**src/rtl/pipe_pkg.sv**
```systemverilog
// Shared definitions for the generic inter-stage pipeline register:
// occupancy state encoding and the per-stage bundle layouts.
package pipe_pkg;

    typedef enum logic [1:0] {
        ST_EMPTY = 2'd0,
        ST_ONE   = 2'd1,
        ST_FULL  = 2'd2
    } stage_st_t;

    localparam int CNT_W = 2;

    typedef struct packed {
        logic [31:0] pc;
        logic [31:0] instr;
    } if_id_bundle_t;

    typedef struct packed {
        logic [31:0] pc;
        logic [31:0] rs1Val;
        logic [31:0] rs2Val;
        logic [31:0] imm;
        logic [4:0]  rd;
        logic [3:0]  aluOp;
        logic        regWrite;
        logic        memRead;
        logic        memWrite;
    } id_ex_bundle_t;

    typedef struct packed {
        logic [31:0] aluRes;
        logic [31:0] storeVal;
        logic [4:0]  rd;
        logic        regWrite;
        logic        memRead;
        logic        memWrite;
    } ex_mem_bundle_t;

    typedef struct packed {
        logic [31:0] wbVal;
        logic [4:0]  rd;
        logic        regWrite;
    } mem_wb_bundle_t;

    localparam int IF_ID_W  = $bits(if_id_bundle_t);
    localparam int ID_EX_W  = $bits(id_ex_bundle_t);
    localparam int EX_MEM_W = $bits(ex_mem_bundle_t);
    localparam int MEM_WB_W = $bits(mem_wb_bundle_t);

endpackage

```
**src/rtl/pipe_slot.sv**
```systemverilog
// One pipeline entry: a data word plus its valid bit, with load and
// clear-to-bubble controls. An empty slot always presents RESET_VAL.
module pipe_slot #(
    parameter int              WIDTH     = 32,
    parameter logic [WIDTH-1:0] RESET_VAL = '0
) (
    input  logic             clk,
    input  logic             rst,
    input  logic             load,
    input  logic             clear,
    input  logic [WIDTH-1:0] dIn,
    output logic             valid,
    output logic [WIDTH-1:0] dOut
);

    logic             validQ;
    logic [WIDTH-1:0] dataQ;

    always_ff @(posedge clk or negedge rst) begin
        if (!rst) begin
            validQ <= 1'b0;
        end else if (clear) begin
            validQ <= 1'b0;
        end else if (load) begin
            validQ <= 1'b1;
        end
    end

    // Data needs no reset: the output mux below hides it until valid.
    always_ff @(posedge clk) begin
        if (clear) begin
            dataQ <= RESET_VAL;
        end else if (load) begin
            dataQ <= dIn;
        end
    end

    assign valid = validQ;
    assign dOut  = validQ ? dataQ : RESET_VAL;

endmodule

```
**src/rtl/pipe_stage_reg.sv**
```systemverilog
// Generic valid/ready pipeline stage register with synchronous flush and an
// optional two-entry skid buffer that makes in_ready a registered signal.
module pipe_stage_reg
    import pipe_pkg::*;
#(
    parameter int               WIDTH     = 32,
    parameter int               SKID      = 0,
    parameter logic [WIDTH-1:0] RESET_VAL = '0
) (
    input  logic             clk,
    input  logic             rst,
    input  logic             flush,
    input  logic             in_valid,
    output logic             in_ready,
    input  logic [WIDTH-1:0] in_data,
    output logic             out_valid,
    input  logic             out_ready,
    output logic [WIDTH-1:0] out_data,
    output logic [CNT_W-1:0] count
);

    logic             push;
    logic             pop;
    logic             mainLoad;
    logic             mainClear;
    logic             mainValid;
    logic [WIDTH-1:0] mainIn;

    assign push      = in_valid & in_ready;
    assign pop       = out_valid & out_ready;
    assign out_valid = mainValid;

    pipe_slot #(.WIDTH(WIDTH), .RESET_VAL(RESET_VAL)) uMain (
        .clk   (clk),
        .rst   (rst),
        .load  (mainLoad),
        .clear (mainClear),
        .dIn   (mainIn),
        .valid (mainValid),
        .dOut  (out_data)
    );

    generate
        if (SKID == 0) begin : gSingle
            assign in_ready  = rst & ~flush & (~mainValid | out_ready);
            assign mainLoad  = push;
            assign mainClear = flush | (pop & ~push);
            assign mainIn    = in_data;
            assign count     = {1'b0, mainValid};
        end else begin : gSkid
            stage_st_t        state;
            logic             readyQ;
            logic             skidLoad;
            logic             skidClear;
            logic             skidValid;
            logic [WIDTH-1:0] skidData;

            pipe_slot #(.WIDTH(WIDTH), .RESET_VAL(RESET_VAL)) uSkid (
                .clk   (clk),
                .rst   (rst),
                .load  (skidLoad),
                .clear (skidClear),
                .dIn   (in_data),
                .valid (skidValid),
                .dOut  (skidData)
            );

            // readyQ resets high so the stage accepts right after release;
            // the rst term keeps it low while reset is asserted.
            assign in_ready = rst & ~flush & readyQ;

            always_comb begin
                mainLoad  = 1'b0;
                mainClear = flush;
                mainIn    = in_data;
                skidLoad  = 1'b0;
                skidClear = flush;
                if (!flush) begin
                    case (state)
                        ST_EMPTY: mainLoad = push;
                        ST_ONE: begin
                            if (push && pop) begin
                                mainLoad = 1'b1;
                            end else if (push) begin
                                skidLoad = 1'b1;
                            end else if (pop) begin
                                mainClear = 1'b1;
                            end
                        end
                        ST_FULL: begin
                            if (pop) begin
                                mainLoad  = 1'b1;
                                mainIn    = skidData;
                                skidClear = 1'b1;
                            end
                        end
                        default: ;
                    endcase
                end
            end

            always_ff @(posedge clk or negedge rst) begin
                if (!rst) begin
                    state  <= ST_EMPTY;
                    readyQ <= 1'b1;
                end else if (flush) begin
                    state  <= ST_EMPTY;
                    readyQ <= 1'b1;
                end else begin
                    case (state)
                        ST_EMPTY: if (push) state <= ST_ONE;
                        ST_ONE: begin
                            if (push && !pop) begin
                                state  <= ST_FULL;
                                readyQ <= 1'b0;
                            end else if (pop && !push) begin
                                state <= ST_EMPTY;
                            end
                        end
                        ST_FULL: begin
                            if (pop) begin
                                state  <= ST_ONE;
                                readyQ <= 1'b1;
                            end
                        end
                        default: begin
                            state  <= ST_EMPTY;
                            readyQ <= 1'b1;
                        end
                    endcase
                end
            end

            assign count = {1'b0, mainValid} + {1'b0, skidValid};
        end
    endgenerate

endmodule

```
**config.mk**
```make
export PLATFORM = sky130hd
export DESIGN_NAME = pipe_stage_reg
export DESIGN_NICKNAME = d
export VERILOG_FILES = /design/src/rtl/pipe_pkg.sv /design/src/rtl/pipe_slot.sv /design/src/rtl/pipe_stage_reg.sv
export SDC_FILE = /design/constraint.sdc
export NUM_CORES = 1
export LEC_CHECK = 0
export BUFFER_PORTS_ARGS = -buffer_cell sky130_fd_sc_hd__buf_2
export CORE_MARGIN = 2
export CORE_UTILIZATION = 45
export CTS_CLUSTER_DIAMETER = 100
export DETAILED_ROUTE_END_ITERATION = 6
export PLACE_DENSITY = 0.81
export SLEW_MARGIN = 0
export SYNTH_ARGS = -nofsm -noshare
export SYNTH_HDL_FRONTEND = slang
export SYNTH_HIERARCHICAL = 1
export SYNTH_SLANG_ARGS = --single-unit
```
**constraint.sdc**
```tcl
create_clock -name clk -period 1.6 [get_ports clk]
set_input_delay 0.08 -clock clk [delete_from_list [all_inputs] [get_ports clk]]
set_output_delay 0.08 -clock clk [all_outputs]
set_load 0.05 [all_outputs]
```
Word-level counts from Yosys, hierarchy flattened
Cells that the tools add are included.
Widths: inputs -> output; s select.
{"block": "totals", "out_inout_bits": 36, "reg_bits": 33, "elab_cells": 16, "in_bits": 37}
{"block": "op_classes", "n_mux": 3, "reduce_logical": 1, "n_bitwise": 10}
{"operator": "$mux 32", "n": 1}
{"operator": "$and 1x1->1", "n": 5}
{"operator": "$not 1->1", "n": 3}
{"operator": "$mux 1", "n": 2}
{"operator": "$or 1x1->1", "n": 2}
{"operator": "$reduce_bool 2->1", "n": 1}

Depth between registers and ports, before layout
Gate-level depths: netlist (run 1).
{"block": "depth", "ltp_word": 8, "ltp_mapped": 6, "mapped_depth_nobuf": 4}

By module
Netlist (run 1), hierarchy kept.
{"mod": "pipe_slot", "instances": 1, "area_per_inst_um2": 1415.1, "seq_area_each_um2": 665.6, "cells_per_inst": 142}
{"mod": "pipe_stage_reg", "instances": 1, "area_per_inst_um2": 68.8, "seq_area_each_um2": 0.0, "cells_per_inst": 8}

Least setup slack after synthesis (run 1)
OpenSTA, ideal clock, no wires.
{"block": "synth_timing", "path_kind": "register -> output", "startpoint": "register uMain.validQ (netlist: uMain/valid)", "endpoint": "output in_ready", "stages_incl_launch_ff": 3, "arrival_ps": 1981, "required_ps": 1520, "path_slack_ps": -461, "path_buffers": 0, "path_cell_list": "dfrtp_1 nor2b_4 nor3b_1"}
{"block": "synth_between", "elab_chain_cells": 3}
{"item": "start, declared", "line_no": "pipe_slot.sv:16", "rtl": "logic validQ;"}
{"item": "start signal, assigned", "line_no": "pipe_slot.sv:21", "rtl": "validQ <= 1'b0;"}
{"item": "start signal, assigned", "line_no": "pipe_slot.sv:23", "rtl": "validQ <= 1'b0;"}
{"item": "start signal, assigned", "line_no": "pipe_slot.sv:25", "rtl": "validQ <= 1'b1;"}
{"item": "$not 1->1", "line_no": "pipe_stage_reg.sv:45", "rtl": "assign in_ready = rst & ~flush & (~mainValid | out_ready);"}
{"item": "$or 1x1->1", "line_no": "pipe_stage_reg.sv:45"}
{"item": "$and 1x1->1", "line_no": "pipe_stage_reg.sv:45"}
{"item": "end, declared", "line_no": "pipe_stage_reg.sv:14", "rtl": "output logic in_ready,"}
No other way between the ends.

Worst setup path in the final report (run 1)
{"block": "layout_timing", "startpoint": "register uMain.validQ (netlist: uMain/valid)", "endpoint": "register uMain.dataQ[21]"}
{"block": "layout_between", "elab_chain_cells": 7, "elab_cells_between_ends": 8, "cone_classes": "bitwise: 8"}
{"item": "$not 1->1 *", "line_no": "pipe_stage_reg.sv:45"}
{"item": "$or 1x1->1 *", "line_no": "pipe_stage_reg.sv:45"}
{"item": "$and 1x1->1 *", "line_no": "pipe_stage_reg.sv:45"}
{"item": "$and 1x1->1 *", "line_no": "pipe_stage_reg.sv:29", "rtl": "assign push = in_valid & in_ready;"}
{"item": "via mainLoad", "line_no": "pipe_stage_reg.sv:24", "rtl": "logic mainLoad;"}
{"item": "$not 1->1", "line_no": "pipe_stage_reg.sv:47", "rtl": "assign mainClear = flush | (pop & ~push);"}
{"item": "$and 1x1->1", "line_no": "pipe_stage_reg.sv:47"}
{"item": "$or 1x1->1", "line_no": "pipe_stage_reg.sv:47"}
{"item": "end signal, assigned", "line_no": "pipe_slot.sv:34", "rtl": "dataQ <= dIn;"}
{"item": "end, declared", "line_no": "pipe_slot.sv:17", "rtl": "logic [WIDTH-1:0] dataQ;"}
Mark *: on every way through the listed nets, which the timed path passes. The rest lies on a longest branch.
A chain may end at the register's enable or synchronous reset.

==> flow_summary.toml, run 1 <==
[outcome]
outcome = "finished clean"

[timing]
skew_ns = 0.01320
finalCritPeriodShare_pct = 99.01
hold_viol_final = 0
rsz0062_at_grt = "true"
final_max_slew_viol_count = 0
setup_violations = 0
timing.fmax_mhz = 631.3
setup_ws_ns = 0.01590
hold_ws_ns = 0.002877
finalCriticalPeriod_ns = 1.584

[placed_design]
placed_cell_area_um2 = 1841
place_hpwl_um = 2039
port_buffers = 71
place_ws_ns = 0.07016
gp_congestion = 0.7079
dp_cells = 255

[power]
p_total_mw = 1.623
seqPwrFrac_pct = 53.2
p_leak_nw = 1.073
max-vdd-ir-drop_v = 0.0004911
internal_power_mw = 1.208
powerDensity_nw_per_um2 = 712.7
clkPwrFrac_pct = 29.1
comb_power_share_pct = 17.7
swShare_pct = 25.59
net-switching-power_mw = 0.4153

[layout]
drive_gt1_share_pct = 35.29
design_area_um2 = 2277
num_antenna_cells = 0
fin_cells = 299
layout_common_cells = "buf_2, nor2_1"
area_growth_pct = 53.46
final_common_cell = "buf_2"
num-nets-final = 292

[synth]
synth.distinct_cells = 16
synthAdderAreaFrac_pct = 0
synth_compound_area_share_pct = 0.5902
synth_area_um2 = 1484
synth_warnings = 6
ys_seq_elements = 33
synth_mux_area_share_pct = 21.59
yosysSeqAreaShare_pct = 44.86
synth_top_family_by_area = "simple AND/OR/NAND/NOR gates"
syn_nets = 187
synth_xor_area_share_pct = 0
syn_area_per_cell_um2 = 9.893
synthCells = 150
synth-simple-area-share_pct = 24.87

[floorplan]
rows = 20
ios = 73
core-area_um2 = 3103
die_y_um = 61.43
floorplan.initialDensity_pct = 47.82
die_w_um = 61.43
dieArea_um2 = 3773

[detailed_routing]
wire_per_inst_um = 12.80
wl_um = 3828
drc = 0
first_pass_iters = 4
num_vias = 1340
antenna_left = 0
drtIter0Drc = 30
via_per_inst = 4.482

[cts]
path_clk_slew_ns = 0.10
clockBufferDepth = 2
clock_sinks = 33
cts_htree_levels = 2
cts_buffers = 5
root_buffer = "clkbuf_4"
clk_latency_ns = 0.33
cts_tree = "done"

[worst_setup_path]
critical_path_arrival_ns = 1.81
startpoint = "uMain/valid"
crit_path_end_kind = "register"
critical_path_class = "register to register"
r2r_slack_ns = 0.02
critPathLaunchType = "register"
cp.required_ns = 1.83
reg2reg_to = "uMain/dataQ[21]"
crit_fanout = 8
crit_end = "uMain/dataQ[21]"
worstRegToRegCells = 6
reg2reg_from = "uMain/valid"

[grt]
grt_pass1_wl_um = 5492
grt_usage_pct = 20.49
antenna_found_initial = 0
grt_max_degree = 37
grt-ovfl-total = 0
grt_pass1_vias = 1300

[run]
maxCapViolations = 0

[hold_path]
min_path_type = "input pin to register"
==> synth_stat cells <==
cell type / count / area (µm²)
a31o_1: 1 / 8.760
buf_4: 2 / 15.01
nor3b_1: 1 / 7.510
conb_1: 1 / 3.750
nor2_1: 34 / 127.6
dfrtp_1: 1 / 25.02
buf_2: 3 / 15.01
buf_12: 3 / 60.06
mux2i_1: 32 / 320.3
dfxtp_1: 32 / 640.6
and2_1: 32 / 200.2
buf_6: 1 / 11.26
nor2b_4: 1 / 13.76
nor4bb_2: 1 / 16.27
nand2_1: 1 / 3.750
clkbuf_1: 4 / 15.01
==> critical path, cell delays in order, from the launching register on <==
cell and delay, ns:
dfrtp_2 0.41, nor2b_4 0.14, nor4bb_4 0.30, buf_4 0.18
buf_6 0.16, mux2i_1 0.23, nor2_1 0.07
==> routing by layer <==
| layer | wire length [µm] | vias to the layer above | global-route usage, % |
|---|---|---|---|
| li1 | - | 682 | - |
| met5 | 0 | - | 0 |
| met1 | 1487 | 608 | 19.97 |
| met2 | 2104 | 45 | 38.30 |
| met4 | 39 | 0 | 6.991 |
| met3 | 197 | 5 | 9.034 |
==> per-stage QoR <==
stage                     TNS (ns)  util [%]
after floorplan             -1.052         -
after global placement           0     59.31
after detailed placement         0     59.31
after CTS                        0     70.56
after global routing       -0.6063     73.39
final                            0     73.39
==> worst min-delay path by stage <==
stage,startpoint,to,depth (start not counted)
2_1_floorplan,rst,uMain/valid,0
3_3_place_gp,rst,uMain/valid,1
3_5_place_dp,rst,uMain/valid,1
4_1_cts,in_data[1],uMain/dataQ[1],3
5_1_grt,in_data[1],uMain/dataQ[1],3
6_report,in_data[1],uMain/dataQ[1],3
==> what timing repair did <==
item	4_1_cts	5_1_grt
setup endpoints to repair	0	14
buffers inserted	0	2
resized for setup	0	5
endpoints found under the hold margin	29	3
hold buffers	29	3
==> cell families (layout without fill, tap and decap cells) <==
| group | Yosys count | in the layout |
|---|---|---|
| compound gates | 1 | 1 |
| buf+inv | 13 | 118 |
| flops | 33 | 33 |
| mux | 32 | 32 |
| other cells | 1 | 1 |
| simple gates | 70 | 70 |
==> flip-flops by register name, summed over array words and instances (netlist names) <==
| register | cells |
|---|---|
| uMain/dataQ | 32 |
| uMain/valid | 1 |
==> power by group through the flow <==
| stage | combinational (mW) | sequential (mW) | clock (mW) |
|---|---|---|---|
| 3_3_place_gp | 0.209 | 0.881 | 0 |
| 3_5_place_dp | 0.212 | 0.882 | 0 |
| 5_1_grt | 0.311 | 0.867 | 0.544 |
| 6_report | 0.287 | 0.863 | 0.472 |
| 2_1_floorplan | 0.143 | 0.884 | 0 |
| 4_1_cts | 0.266 | 0.863 | 0.484 |
==> area by class of cell <==
cell class / instances / area, µm²
multi-input cells: 104 / 715.7
well taps: 44 / 55.05
repair buffers: 111 / 780.7
flip-flops and latches: 33 / 666.9
clock buffers: 6 / 51.30
fillers: 256 / 825.8
clock inverters: 1 / 7.507
(Power assumes the default switching activity.)
==> inputs of run 2 (changes only) <==
HOLD_SLACK_MARGIN = 0.05   (was not set)
==> run 2 against run 1 <==
Compared with the run above:
- sequential share of layout area hardly changed
- total power is 0.17% higher
- register-to-register slack hardly changed
- setup slack better by 0.00092 ns
- first-iteration DRC count is 10% lower
- via count is 0.60% higher
- critical path type unchanged
==> flow_summary.toml, run 2 (synthesized netlist as in run 1, its figures left out) <==
[worst_setup_path]
cp.required_ns = 1.82
r2r_slack_ns = 0.02
crit_fanout = 8
critical_path_arrival_ns = 1.80
worstRegToRegCells = 6
critical_path_class = "register to register"
critPathLaunchType = "register"
reg2reg_from = "uMain/valid"
reg2reg_to = "uMain/dataQ[14]"
crit_path_end_kind = "register"

[timing]
final_max_slew_viol_count = 0
rsz0062_at_grt = "true"
setup_tns_ns = 0
timing.fmax_mhz = 631.6
finalCritPeriodShare_pct = 98.95
finalCriticalPeriod_ns = 1.583
hold_ws_ns = 0.09050
skew_ns = 0.01026
setup_violations = 0
hold_viol_final = 0
setup_ws_ns = 0.01682

[floorplan]
die_w_um = 61.43
die_y_um = 61.43
dieArea_um2 = 3773
floorplan.initialDensity_pct = 47.82
rows = 20
core-area_um2 = 3103
ios = 73

[grt]
antenna_found_initial = 0
grtUsageMet1_pct = 20.62
grt_usage_pct = 20.49
grt_max_degree = 37
grt-ovfl-total = 0
busiest_layer = "met2"
grt_pass1_vias = 1293
grt_use_met3_pct = 8.193
use_met2_pct = 38.45
grt_pass1_wl_um = 5492

[layout]
fin_cells = 300
largest_reg_flops = 32
largest_register = "uMain/dataQ"
area_growth_pct = 53.63
layout_common_cells = "buf_2, nor2_1, dlygate4sd3_1"
multi_input_area_um2 = 715.7
final_util_pct = 73.47
fill_cells = 257
num_antenna_cells = 0
num-nets-final = 293
design_area_um2 = 2280
final_common_cell = "buf_2"
drive_gt1_share_pct = 35.16
seq_area_um2 = 666.9

[cts]
clockBufferDepth = 2
clk_latency_ns = 0.33
cts_htree_levels = 2
cts_buffers = 5
clock_sinks = 33
cts_tree = "done"
path_clk_slew_ns = 0.09
root_buffer = "clkbuf_4"

[detailed_routing]
via_per_inst = 4.493
num_vias = 1348
first_pass_iters = 5
wire_per_inst_um = 12.83
drtIter0Drc = 27
drc = 0
wl_um = 3850
antenna_left = 0

[placed_design]
dp_cells = 255
place_ws_ns = 0.07016
placed_cell_area_um2 = 1841
port_buffers = 71
gp_congestion = 0.7079
place_hpwl_um = 2039

[power]
max-vdd-ir-drop_v = 0.0004954
p_leak_nw = 1.076
p_total_mw = 1.626
powerDensity_nw_per_um2 = 713.1

[outcome]
outcome = "finished clean"

[hold_path]
min_path_type = "input pin to asynchronous set/reset pin"

[run]
maxCapViolations = 0
-- run 2: layer usage --
| layer | up-vias | wire [µm] | share of wire [%] |
|---|---|---|---|
| met5 | - | 0 | 0 |
| met4 | 0 | 40 | 1.0 |
| met3 | 5 | 201 | 5.2 |
| met2 | 46 | 2078 | 54 |
| met1 | 613 | 1530 | 40 |
| li1 | 684 | - | - |
-- run 2: worst max path at each step --
stage                     start               to  slack, ns  depth (start not counted)
floorplan           uMain/valid   uMain/dataQ[0]      -0.04                          6
global placement    uMain/valid  uMain/dataQ[11]       0.11                          5
finish              uMain/valid  uMain/dataQ[14]       0.02                          6
CTS                 uMain/valid  uMain/dataQ[21]       0.04                          5
detailed placement  uMain/valid  uMain/dataQ[21]       0.07                          5
global route        uMain/valid  uMain/dataQ[10]      -0.03                          6
-- run 2: area by class of cell --
cell class                      count  area share, %
Clock buffer                        6          2.250
Clock inverter                      1         0.3293
Multi-Input combinational cell    104          31.39
Sequential cell                    33          29.25
Tap cell                           44          2.415
Timing Repair Buffer              112          34.36
-- run 2: power by group --
group	internal [mW]	switching, mW	total, mW
combinational	0.152	0.136	0.288
clock	0.206	0.269	0.475
sequential	0.850	0.0129	0.863
-- run 2: worst max-delay path: stages (launching register included) --
cell and delay, ns:
dfrtp_2 0.41, nor2b_4 0.14, nor4bb_4 0.30, buf_4 0.18, buf_4 0.20, mux2i_1 0.20
nor2_1 0.06
-- run 2: what timing repair did --
action | CTS | global route
setup buffers | 0 | 2
hold endpoints to repair | 33 | 0
hold buffers | 33 | 0
setup endpoints to repair | 0 | 16
gates resized for setup | 0 | 3
